**config.mk**
```make
export PLATFORM = sky130hd
export DESIGN_NAME = n64_poll_scheduler_flat
export DESIGN_NICKNAME = d
export VERILOG_FILES = /design/src/rtl/n64_pkg.sv /design/src/rtl/n64_poll_scheduler_if.sv /design/src/rtl/n64_down_counter.sv /design/src/rtl/n64_poll_scheduler.sv /design/src/flat_wrapper.sv
export SDC_FILE = /design/constraint.sdc
export NUM_CORES = 1
export LEC_CHECK = 0
export ABC_CLOCK_PERIOD_IN_PS = 5100
export CAP_MARGIN = 20
export CORE_UTILIZATION = 55
export CTS_BUF_LIST = sky130_fd_sc_hd__clkbuf_8
export CTS_CLUSTER_SIZE = 28
export DETAILED_ROUTE_END_ITERATION = 6
export GPL_TIMING_DRIVEN = 0
export PLACE_DENSITY = 0.94
export SKIP_LAST_GASP = 1
export SYNTH_ARGS = -nofsm -noshare
export SYNTH_HDL_FRONTEND = slang
export SYNTH_SLANG_ARGS = --single-unit
```
**constraint.sdc**
```tcl
create_clock -name PCLK -period 5.1 [get_ports PCLK]
set_input_delay 0.51 -clock PCLK [delete_from_list [all_inputs] [get_ports PCLK]]
set_output_delay 0.51 -clock PCLK [all_outputs]
set_load 0.05 [all_outputs]
```
**src/rtl/n64_pkg.sv**
```systemverilog
// Shared N64 definitions: scheduler state encoding, default timing constants,
// and the button-word bit layout used by the APB register block.
package n64_pkg;

  typedef enum logic [1:0] {
    ST_IDLE       = 2'd0,
    ST_WAIT       = 2'd1,
    ST_POLL       = 2'd2,
    ST_RESET_CTRL = 2'd3
  } sched_state_t;

  localparam int TIMEOUT_CYCLES = 20000;
  localparam int MAX_FAILS      = 3;
  localparam int RESET_HOLD     = 16;

  // Button word bit positions, MSB first as the controller shifts them out
  localparam int BTN_A       = 31;
  localparam int BTN_B       = 30;
  localparam int BTN_Z       = 29;
  localparam int BTN_START   = 28;
  localparam int BTN_D_UP    = 27;
  localparam int BTN_D_DOWN  = 26;
  localparam int BTN_D_LEFT  = 25;
  localparam int BTN_D_RIGHT = 24;
  localparam int BTN_L       = 21;
  localparam int BTN_R       = 20;
  localparam int BTN_C_UP    = 19;
  localparam int BTN_C_DOWN  = 18;
  localparam int BTN_C_LEFT  = 17;
  localparam int BTN_C_RIGHT = 16;
  localparam int STICK_X_LSB = 8;
  localparam int STICK_Y_LSB = 0;
  localparam int STICK_W     = 8;

endpackage

```
**src/rtl/n64_poll_scheduler_if.sv**
```systemverilog
// Command/response handshake between the poll scheduler (master) and the
// N64 serial interface (slave).
interface n64_poll_scheduler_if;
  logic        poll_start;
  logic        ctrl_reset;
  logic        poll_done;
  logic        poll_error;
  logic [31:0] button_data;

  modport master (
    output poll_start, ctrl_reset,
    input  poll_done, poll_error, button_data
  );

  modport slave (
    input  poll_start, ctrl_reset,
    output poll_done, poll_error, button_data
  );
endinterface

```
**src/rtl/n64_down_counter.sv**
```systemverilog
// Loadable down-counter that stops at zero; zero flag reflects the current count.
module n64_down_counter #(
  parameter int W = 8
) (
  input  logic         clk,
  input  logic         rst,
  input  logic         load,
  input  logic [W-1:0] load_value,
  input  logic         en,
  output logic         zero
);
  logic [W-1:0] count;

  always_ff @(posedge clk) begin
    if (rst) begin
      count <= '0;
    end else if (load) begin
      count <= load_value;
    end else if (en && (count != '0)) begin
      count <= count - W'(1);
    end
  end

  assign zero = (count == '0);
endmodule

```
**src/rtl/n64_poll_scheduler.sv**
```systemverilog
// Poll scheduler FSM. state | meaning: IDLE disabled | WAIT period countdown |
// POLL transaction under watchdog | RESET_CTRL ctrl_reset held for RESET_HOLD cycles
module n64_poll_scheduler #(
  parameter int TIMEOUT_CYCLES = n64_pkg::TIMEOUT_CYCLES,
  parameter int MAX_FAILS      = n64_pkg::MAX_FAILS,
  parameter int RESET_HOLD     = n64_pkg::RESET_HOLD,
  parameter int PERIOD_W       = 24
) (
  input  logic                  PCLK,
  input  logic                  PRESET,
  input  logic                  sched_enable,
  input  logic                  reset_req,
  input  logic [PERIOD_W-1:0]   poll_period,
  n64_poll_scheduler_if.master  sif,
  output logic [31:0]           buttons,
  output logic                  buttons_valid,
  output logic                  connected,
  output logic [15:0]           poll_count,
  output logic [7:0]            fail_count
);
  import n64_pkg::*;

  localparam int WD_W   = $clog2(TIMEOUT_CYCLES + 1);
  localparam int HOLD_W = $clog2(RESET_HOLD + 1);
  localparam int FAIL_W = $clog2(MAX_FAILS + 1);

  sched_state_t        state;
  logic [FAIL_W-1:0]   consec_fails;
  logic [FAIL_W-1:0]   consec_next;
  logic [PERIOD_W-1:0] period_load;
  logic                wd_zero;
  logic                period_zero;
  logic                hold_zero;
  logic                fail_now;

  // Each counter reloads whenever its state is inactive, so it holds the
  // start value on the entry edge; poll_period is thus frozen at WAIT entry.
  assign period_load = (poll_period == '0) ? '0 : poll_period - PERIOD_W'(1);

  n64_down_counter #(.W(WD_W)) u_watchdog (
    .clk(PCLK), .rst(PRESET),
    .load(state != ST_POLL), .load_value(WD_W'(TIMEOUT_CYCLES - 1)),
    .en(state == ST_POLL), .zero(wd_zero)
  );

  n64_down_counter #(.W(PERIOD_W)) u_period (
    .clk(PCLK), .rst(PRESET),
    .load(state != ST_WAIT), .load_value(period_load),
    .en(state == ST_WAIT), .zero(period_zero)
  );

  n64_down_counter #(.W(HOLD_W)) u_hold (
    .clk(PCLK), .rst(PRESET),
    .load(state != ST_RESET_CTRL), .load_value(HOLD_W'(RESET_HOLD - 1)),
    .en(state == ST_RESET_CTRL), .zero(hold_zero)
  );

  // A done coinciding with an error is an error; done in the last watchdog cycle still counts
  assign fail_now    = sif.poll_error || (wd_zero && !sif.poll_done);
  assign consec_next = consec_fails + FAIL_W'(1);

  always_ff @(posedge PCLK) begin
    if (PRESET) begin
      state          <= ST_IDLE;
      consec_fails   <= '0;
      sif.poll_start <= 1'b0;
      sif.ctrl_reset <= 1'b0;
      buttons        <= '0;
      buttons_valid  <= 1'b0;
      connected      <= 1'b0;
      poll_count     <= '0;
      fail_count     <= '0;
    end else begin
      sif.poll_start <= 1'b0;
      case (state)
        ST_IDLE: begin
          if (reset_req) begin
            state          <= ST_RESET_CTRL;
            sif.ctrl_reset <= 1'b1;
            buttons_valid  <= 1'b0;
          end else if (sched_enable) begin
            state          <= ST_POLL;
            sif.poll_start <= 1'b1;
          end
        end

        ST_WAIT: begin
          if (reset_req) begin
            state          <= ST_RESET_CTRL;
            sif.ctrl_reset <= 1'b1;
            buttons_valid  <= 1'b0;
          end else if (!sched_enable) begin
            state <= ST_IDLE;
          end else if (period_zero) begin
            state          <= ST_POLL;
            sif.poll_start <= 1'b1;
          end
        end

        ST_POLL: begin
          if (reset_req) begin
            state          <= ST_RESET_CTRL;
            sif.ctrl_reset <= 1'b1;
            buttons_valid  <= 1'b0;
          end else if (fail_now) begin
            fail_count   <= (fail_count == 8'hFF) ? 8'hFF : fail_count + 8'd1;
            consec_fails <= consec_next;
            if (consec_next == FAIL_W'(MAX_FAILS)) begin
              state          <= ST_RESET_CTRL;
              sif.ctrl_reset <= 1'b1;
              connected      <= 1'b0;
              buttons_valid  <= 1'b0;
            end else begin
              state <= sched_enable ? ST_WAIT : ST_IDLE;
            end
          end else if (sif.poll_done) begin
            buttons       <= sif.button_data;
            buttons_valid <= 1'b1;
            connected     <= 1'b1;
            poll_count    <= poll_count + 16'd1;
            consec_fails  <= '0;
            state         <= sched_enable ? ST_WAIT : ST_IDLE;
          end
        end

        ST_RESET_CTRL: begin
          if (hold_zero) begin
            sif.ctrl_reset <= 1'b0;
            consec_fails   <= '0;
            state          <= sched_enable ? ST_WAIT : ST_IDLE;
          end
        end

        default: state <= ST_IDLE;
      endcase
    end
  end
endmodule

```
**src/flat_wrapper.sv**
```systemverilog
// flat-port wrapper written by rule: the top's interface ports become plain ports
module n64_poll_scheduler_flat import n64_pkg::*;
#(
  parameter int TIMEOUT_CYCLES = n64_pkg::TIMEOUT_CYCLES,
  parameter int MAX_FAILS      = n64_pkg::MAX_FAILS,
  parameter int RESET_HOLD     = n64_pkg::RESET_HOLD,
  parameter int PERIOD_W       = 24
)
  (PCLK, PRESET, sched_enable, reset_req, poll_period, buttons, buttons_valid, connected, poll_count, fail_count, sif_poll_start, sif_ctrl_reset, sif_poll_done, sif_poll_error, sif_button_data);
  n64_poll_scheduler_if sif_i ();
  input  logic PCLK;
  input  logic PRESET;
  input  logic sched_enable;
  input  logic reset_req;
  input  logic [PERIOD_W-1:0] poll_period;
  output logic [31:0] buttons;
  output logic buttons_valid;
  output logic connected;
  output logic [15:0] poll_count;
  output logic [7:0] fail_count;
  output wire logic [$bits(sif_i.poll_start)-1:0] sif_poll_start;
  output wire logic [$bits(sif_i.ctrl_reset)-1:0] sif_ctrl_reset;
  input wire logic [$bits(sif_i.poll_done)-1:0] sif_poll_done;
  input wire logic [$bits(sif_i.poll_error)-1:0] sif_poll_error;
  input wire logic [$bits(sif_i.button_data)-1:0] sif_button_data;
  assign sif_poll_start = sif_i.poll_start;
  assign sif_ctrl_reset = sif_i.ctrl_reset;
  assign sif_i.poll_done = sif_poll_done;
  assign sif_i.poll_error = sif_poll_error;
  assign sif_i.button_data = sif_button_data;
  n64_poll_scheduler #(.TIMEOUT_CYCLES(TIMEOUT_CYCLES), .MAX_FAILS(MAX_FAILS), .RESET_HOLD(RESET_HOLD), .PERIOD_W(PERIOD_W)) u_core (.PCLK(PCLK), .PRESET(PRESET), .sched_enable(sched_enable), .reset_req(reset_req), .poll_period(poll_period), .sif(sif_i), .buttons(buttons), .buttons_valid(buttons_valid), .connected(connected), .poll_count(poll_count), .fail_count(fail_count));
endmodule
```
==> run_results.csv, run 1 <==
group,metric,value,unit
yosys,synth_edf_count,0,
finish,synthToLayoutAreaGrowth,28.6,%
outcome,status,"finished, final reports clean",
pwr,p_leak,0.00235,uW
yosys,synth_area_leaders,"dfxtp_1 (40%), nand2_1 (6.7%), a21oi_1 (5.8%)",
yosys,yosysTopAreaCell,"dfxtp_1",
worst_setup_path,cp.arrival,3.28,ns
pwr,p_sw_frac,0.337,
yosys,synth.cell_area,5410,um^2
routing,drc_errors,0,
cts,post_cts_buffers,0,
die,core_area,9370,um^2
timing,fin_ws,2.11,ns
timing,finalCritPeriodShare,0.586,
timing,slew_viol_final,0,
yosys,synthFlopType,"dfxtp_1",
pwr,p_seq_frac,0.486,
worst_setup_path,worstSetupPathType,"input port to flop",
grt,first_global_vias,5235,
worst_setup_path,worstPathMaxFanout,5,
cts,cts_made_buffers,9,
timing,fin_setup_tns,0,ns
routing,ant_nets,0,
die,initial_core_util,0.577,
yosys,syn_inst,655,
routing,viasPerCell,5.93,
cts,clkSlewWorstSetupHoldPaths,0.10,ns
timing,finalHoldViolations,0,
yosys,yosysWarningCount,0,
finish,nets,857,
finish,fillerInstances,677,
worst_setup_path,endpoint_kind,"flop",
placed_design,portBuffers,119,
finish,drive_gt1_frac,0.0519,
timing,max_freq,0.335,GHz
timing,rsz0062_at_grt,"false",
routing,drt_iter0_drc,398,
cts,cts.sinks,108,
finish,multi_input_area,3060,um^2
routing,first_pass_iters,5,
pwr,net-switching-power,671,uW
die,io_pins,122,
worst_setup_path,startpoint_type,"input port",
yosys,synth-simple-area-share,0.277,
yosys,synth_compound_area_frac,0.168,
yosys,synthAdderAreaFrac,0.0231,
die,die-height,101,um
timing,worst_pin_slew,0.940,ns
grt,grt_overflow_total,0,
cts,clock_path_buffers,2,
grt,track_usage,0.287,
cts,clock_latency,0.37,ns
routing,wl,14.5,mm
yosys,synth_top_family_by_area,"simple AND/OR/NAND/NOR gates",
yosys,syn_nets,727,
pwr,p_clk_frac,0.256,
worst_setup_path,critPathRequiredTime,5.39,ns
routing,wl_per_cell,15.8,um
timing,fin_skew,0.00964,ns
routing,via_count,5454,
pwr,vdd_ir_drop_max,0.181,mV
run,cap_violations,0,
pwr,internal_power,1320,uW
grt,antenna_found_initial,0,
yosys,ys_ff_latch,108,
finish,seq_area,2160,um^2
yosys,syn_avg_cell_area,8.25,um^2
cts,root_buffer,"clkbuf_8",
timing,finalSetupViolCount,0,
pwr,combPwrFrac,0.258,
timing,period_minus_slack,2.99,ns
cts,cts_tree,"done",
yosys,synthArstFlopShare,0,
grt,grt_max_degree,20,
yosys,synth-xor-area-share,0.0972,
worst_setup_path,rrSetupSlack,2.51,ns
timing,relSlewSlack,0.372,
placed_design,place_hpwl,11.1,mm
yosys,ys_seq_area_frac,0.400,
yosys,synth_mux_area_frac,0,
yosys,synth_top_area_frac,0.400,
cts,postCtsResizedCells,0,
yosys,synthDistinctLibCells,62,
finish,diodes,0,
cts,ctsHoldBuffers,0,
hold_path,hp-class,"flop to flop",
placed_design,pre_cts_ws,1.80,ns
die,die-area,10200,um^2
pwr,cellPowerDensity,287,nW/um^2
placed_design,gp_congestion,0.906,
cts,h-tree-depth,3,
die,die_w,101,um
die,rows,35,
grt,grt_pass1_wl,23.6,mm
[worst max-delay path, cell delays in order]
cell	delay [ns]
clkdlybuf4s50_1	0.47
inv_1	0.11
ha_1	0.18
nor3b_1	0.77
nand4_1	0.36
or3_2	0.50
a21o_2	0.22
a21boi_0	0.15
[per-stage QoR]
step           power [uW]   util  cell area, um^2  hold slack (ns)  std cells
3_3_place_gp         1460  0.721             6760            0.423        903
6_report             1990  0.742             6950            0.454        919
4_1_cts              1990  0.742             6950            0.453        919
3_5_place_dp         1490  0.721             6760            0.440        903
2_1_floorplan        1320      -             5410            0.410        655
5_1_grt              2080  0.742             6950            0.487        919
[worst paths after layout]
kind | start | to | depth (start not counted)
worst max-delay path | poll_period[0] | u_core.u_period.count[20]$_SDFFE_PP0P_ | 8
worst min-delay path | u_core.u_hold.count[4]$_SDFFE_PP0P_ | u_core.u_hold.count[4]$_SDFFE_PP0P_ | 2
worst max register to register | u_core.u_watchdog.count[5]$_SDFFE_PP0P_ | u_core.fail_count[1]$_SDFFE_PP0P_ | 6
worst min register to register | u_core.u_hold.count[4]$_SDFFE_PP0P_ | u_core.u_hold.count[4]$_SDFFE_PP0P_ | 2
[cell usage after synthesis, types with 4 or more instances]
master,number
dfxtp_1,108
or3_1,8
nor3b_1,4
or2_2,4
inv_1,17
o21ai_0,17
nor2_1,47
and3_1,8
and2_1,7
buf_1,4
nor4_1,17
o22ai_1,16
nor2b_1,4
clkbuf_1,20
or4_1,10
nand2_1,96
o31a_1,6
xor2_1,27
nor4b_1,4
nand4_1,15
ha_1,10
nor3_1,26
and4_1,5
xnor2_1,33
nand3_1,13
a31oi_1,6
a21oi_1,63
[cell usage in the layout (no fill, tap or decap), types with 4 or more instances in the layout]
master	netlist	final
o31a_1	6	6
nand3_1	13	13
or2_2	4	4
inv_1	17	17
clkbuf_8	0	10
nor3_1	26	26
ha_1	10	10
or3_1	8	8
nand4_1	15	15
clkbuf_1	20	20
and4_1	5	5
dfxtp_1	108	108
buf_1	4	4
nor3b_1	4	4
nor4b_1	4	4
o22ai_1	16	16
nor2b_1	4	4
clkdlybuf4s50_1	0	119
xor2_1	27	27
and3_1	8	8
o21ai_0	17	17
a31oi_1	6	6
nor2_1	47	47
nand2_1	96	96
or4_1	10	10
xnor2_1	33	33
and2_1	7	7
a21oi_1	63	63
nor4_1	17	17
[metal layers]
| layer | wire [um] | vias up | global-route usage | share of wire |
|---|---|---|---|---|
| met3 | 1180 | 35 | 0.0876 | 0.081 |
| met1 | 5820 | 2578 | 0.336 | 0.40 |
| met4 | 303 | 0 | 0.0892 | 0.021 |
| met2 | 7210 | 229 | 0.504 | 0.50 |
| met5 | 0 | - | 0 | 0 |
| li1 | - | 2612 | - | - |
[cell type report]
cell class                 count  area share
multi-input combinational    501       0.440
inverter                      18     0.00972
sequential                   108       0.311
tap                          129      0.0232
clock buffer                  10      0.0198
timing repair buffer         119       0.171
clock inverter                 6     0.00774
buffer                        28      0.0173
[cells by family (layout without fill, tap and decap cells)]
group | Yosys count | count (layout)
adder cells (fa/ha/maj) | 10 | 10
buffers and inverters | 46 | 181
XOR/XNOR | 60 | 60
flip-flops | 108 | 108
AO/OA/AOI/OAI | 143 | 143
AND/OR/NAND/NOR | 288 | 288
[sequential cells by signal, indices dropped and copies added, names as in the netlist]
register	count
u_core.poll_count	16
u_core.sif.poll_start	1
u_core.consec_fails	2
u_core.connected	1
u_core.sif.ctrl_reset	1
u_core.buttons	32
u_core.fail_count	8
u_core.u_watchdog.count	15
u_core.u_hold.count	5
u_core.buttons_valid	1
u_core.state	2
u_core.u_period.count	24
[power by group through the flow]
stage                     Sequential [uW]  Combinational [uW]  Clock [uW]
final                                 968                 515         510
after global routing                  975                 558         552
after CTS                             965                 508         516
after detailed placement              984                 503           0
after global placement                977                 484           0
after floorplan                      1010                 308           0
No activity file was read; power rests on OpenSTA's default activity.
==> run 2: changes to the inputs <==
--- a/config.mk
+++ b/config.mk
@@ -5,14 +5,14 @@
 export SDC_FILE = /design/constraint.sdc
 export NUM_CORES = 1
 export LEC_CHECK = 0
-export ABC_CLOCK_PERIOD_IN_PS = 5100
+export ABC_CLOCK_PERIOD_IN_PS = 2500
 export CAP_MARGIN = 20
-export CORE_UTILIZATION = 55
+export CORE_UTILIZATION = 47
 export CTS_BUF_LIST = sky130_fd_sc_hd__clkbuf_8
 export CTS_CLUSTER_SIZE = 28
 export DETAILED_ROUTE_END_ITERATION = 6
 export GPL_TIMING_DRIVEN = 0
-export PLACE_DENSITY = 0.94
+export PLACE_DENSITY = 0.86
 export SKIP_LAST_GASP = 1
 export SYNTH_ARGS = -nofsm -noshare
 export SYNTH_HDL_FRONTEND = slang
==> constraint.sdc (replaced) <==
create_clock -name PCLK -period 2.5 [get_ports PCLK]
set_input_delay 0.25 -clock PCLK [delete_from_list [all_inputs] [get_ports PCLK]]
set_output_delay 0.25 -clock PCLK [all_outputs]
set_load 0.05 [all_outputs]
==> run_results.csv, run 2 (synthesis gave the netlist of run 1 again) <==
group,metric,value,unit
timing,fin_skew,0.0176,ns
grt,grt_overflow_total,0,
cts,clock_latency,0.38,ns
grt,antenna_found_initial,0,
routing,wl,14.7,mm
finish,largest_reg_flops,32,
routing,maxUsedRoutingLayer,"met4",
finish,diodes,0,
timing,worst_pin_slew,0.781,ns
timing,period_minus_slack,2.53,ns
grt,track_usage,0.252,
die,core_area,11000,um^2
routing,drt_iter0_drc,443,
worst_setup_path,startpoint_type,"flop",
pwr,p_total,4170,uW
timing,slew_viol_final,0,
timing,max_freq,0.395,GHz
worst_setup_path,worstPathMaxFanout,5,
routing,viasPerCell,5.80,
worst_setup_path,critPathRequiredTime,2.76,ns
timing,relSlewSlack,0.472,
finish,synthToLayoutAreaGrowth,30.7,%
pwr,cellPowerDensity,590,nW/um^2
routing,wl_per_cell,15.8,um
placed_design,gp_congestion,0.903,
die,die_w,109,um
routing,wl_met2,7.20,mm
routing,ant_nets,0,
cts,h-tree-depth,3,
worst_setup_path,worstSetupPathType,"flop to flop",
routing,via_count,5407,
cts,clkSlewWorstSetupHoldPaths,0.10,ns
worst_setup_path,path_buf_inv,0,
outcome,failed_checks,"setup timing",
worst_setup_path,endpoint_kind,"flop",
placed_design,portBuffers,119,
die,die-height,109,um
pwr,vdd_ir_drop_max,0.401,mV
pwr,p_leak,0.00238,uW
grt,first_global_vias,5236,
routing,route.met3.wl,1.02,mm
timing,fin_ws,-0.0323,ns
hold_path,worstHoldPathCells,3,
cts,clock_path_buffers,2,
placed_design,place_hpwl,10.8,mm
timing,finalCritPeriodShare,1.01,
finish,nets,859,
timing,fin_setup_tns,-0.0323,ns
die,die-area,11900,um^2
cts,cts.sinks,108,
routing,first_pass_iters,5,
finish,final_common_cell,"clkdlybuf4s50_1",
worst_setup_path,cp.arrival,2.80,ns
worst_setup_path,worst_r2r_path_depth,5,
cts,root_buffer,"clkbuf_8",
grt,grt_max_degree,18,
die,io_pins,122,
worst_setup_path,slowest_delay,0.74,ns
routing,drc_errors,0,
run,cap_violations,0,
worst_setup_path,crit_chain,"or4_1 > nor4b_1 > nand3b_1 > and3_1 > o31a_1",
finish,drive_gt1_frac,0.0657,
die,rows,38,
timing,finalHoldViolations,0,
cts,cts_tree,"done",
die,initial_core_util,0.490,
timing,finalSetupViolCount,1,
finish,largest_register,"u_core.buttons",
grt,grt_pass1_wl,23.9,mm
finish,layout_common_cells,"clkdlybuf4s50_1 (119), dfxtp_1 (108), nand2_1 (94), a21oi_1 (62), nor2_1 (47)",
finish,largestRegisters,"u_core.buttons (32), u_core.u_period.count (24), u_core.poll_count (16)",
routing,wl_met1,6.13,mm
hold_path,hp-class,"input port to flop",
worst_setup_path,cp.depth,5,
worst_setup_path,cpMaxStageDelayCell,"nor4b_1",
cts,cts_made_buffers,9,
worst_setup_path,cpLargestDelayFamily,"simple AND/OR/NAND/NOR gates",
outcome,status,"finished with violations",
-- run 2: repair_timing --
| item | in CTS | in global routing |
|---|---|---|
| gates resized for setup | 4 | 10 |
| hold buffers | 0 | 0 |
| hold endpoints to repair | 0 | 0 |
| endpoints found under the setup margin | 5 | 49 |
| pin swaps | 1 | 3 |
| setup buffers | 1 | 1 |
-- run 2: report_power, final --
| part | leakage [uW] | internal [uW] | switching [uW] | total [uW] |
|---|---|---|---|---|
| Sequential | 0.000883 | 1840 | 136 | 1980 |
| Clock | 0.000104 | 491 | 604 | 1100 |
| Combinational | 0.00139 | 468 | 628 | 1100 |
| Total | 0.00238 | 2800 | 1370 | 4170 |
-- run 2: routing by layer --
layer | GRT usage | up-vias
li1 | - | 2616
met3 | 0.0628 | 40
met4 | 0.107 | 0
met1 | 0.300 | 2559
met2 | 0.429 | 192
met5 | 0 | -
-- run 2: final cells by class --
type                            count  area [um^2]
Clock inverter                      6         63.8
Fill cell                         922         3970
Buffer                             28          120
Multi-Input combinational cell    501         3120
Timing Repair Buffer              121         1220
Sequential cell                   108         2160
Tap cell                          140          175
Clock buffer                       10          138
Inverter                           18         67.6
-- run 2: worst min-delay path: cells and delay by family --
family / cells / cell delay (ns)
compound gates: 1 / 0.05
simple gates: 1 / 0.05
buf+inv: 1 / 0.40
-- run 2: final timing paths --
path	from	to	slack, ns
setup / recovery	u_core.u_period.count[7]$_SDFFE_PP0P_	u_core.u_period.count[15]$_SDFFE_PP0P_	-0.03
hold / removal	sif_button_data[16]	u_core.buttons[16]$_SDFFE_PP0P_	0.42
setup reg to reg	u_core.u_period.count[7]$_SDFFE_PP0P_	u_core.u_period.count[15]$_SDFFE_PP0P_	-0.03
hold reg to reg	u_core.buttons[4]$_SDFFE_PP0P_	u_core.buttons[4]$_SDFFE_PP0P_	0.46
-- run 2: through the flow --
step	std cells	hold slack, ns	utilization	setup slack [ns]	area [um^2]
after CTS	931	0.404	0.634	-0.0241	7000
after global placement	914	0.421	0.614	-0.489	6770
after floorplan	655	0.364	-	0.254	5410
final	932	0.416	0.640	-0.0323	7060
after global routing	932	0.411	0.640	-0.0236	7060
after detailed placement	914	0.446	0.614	-0.541	6770
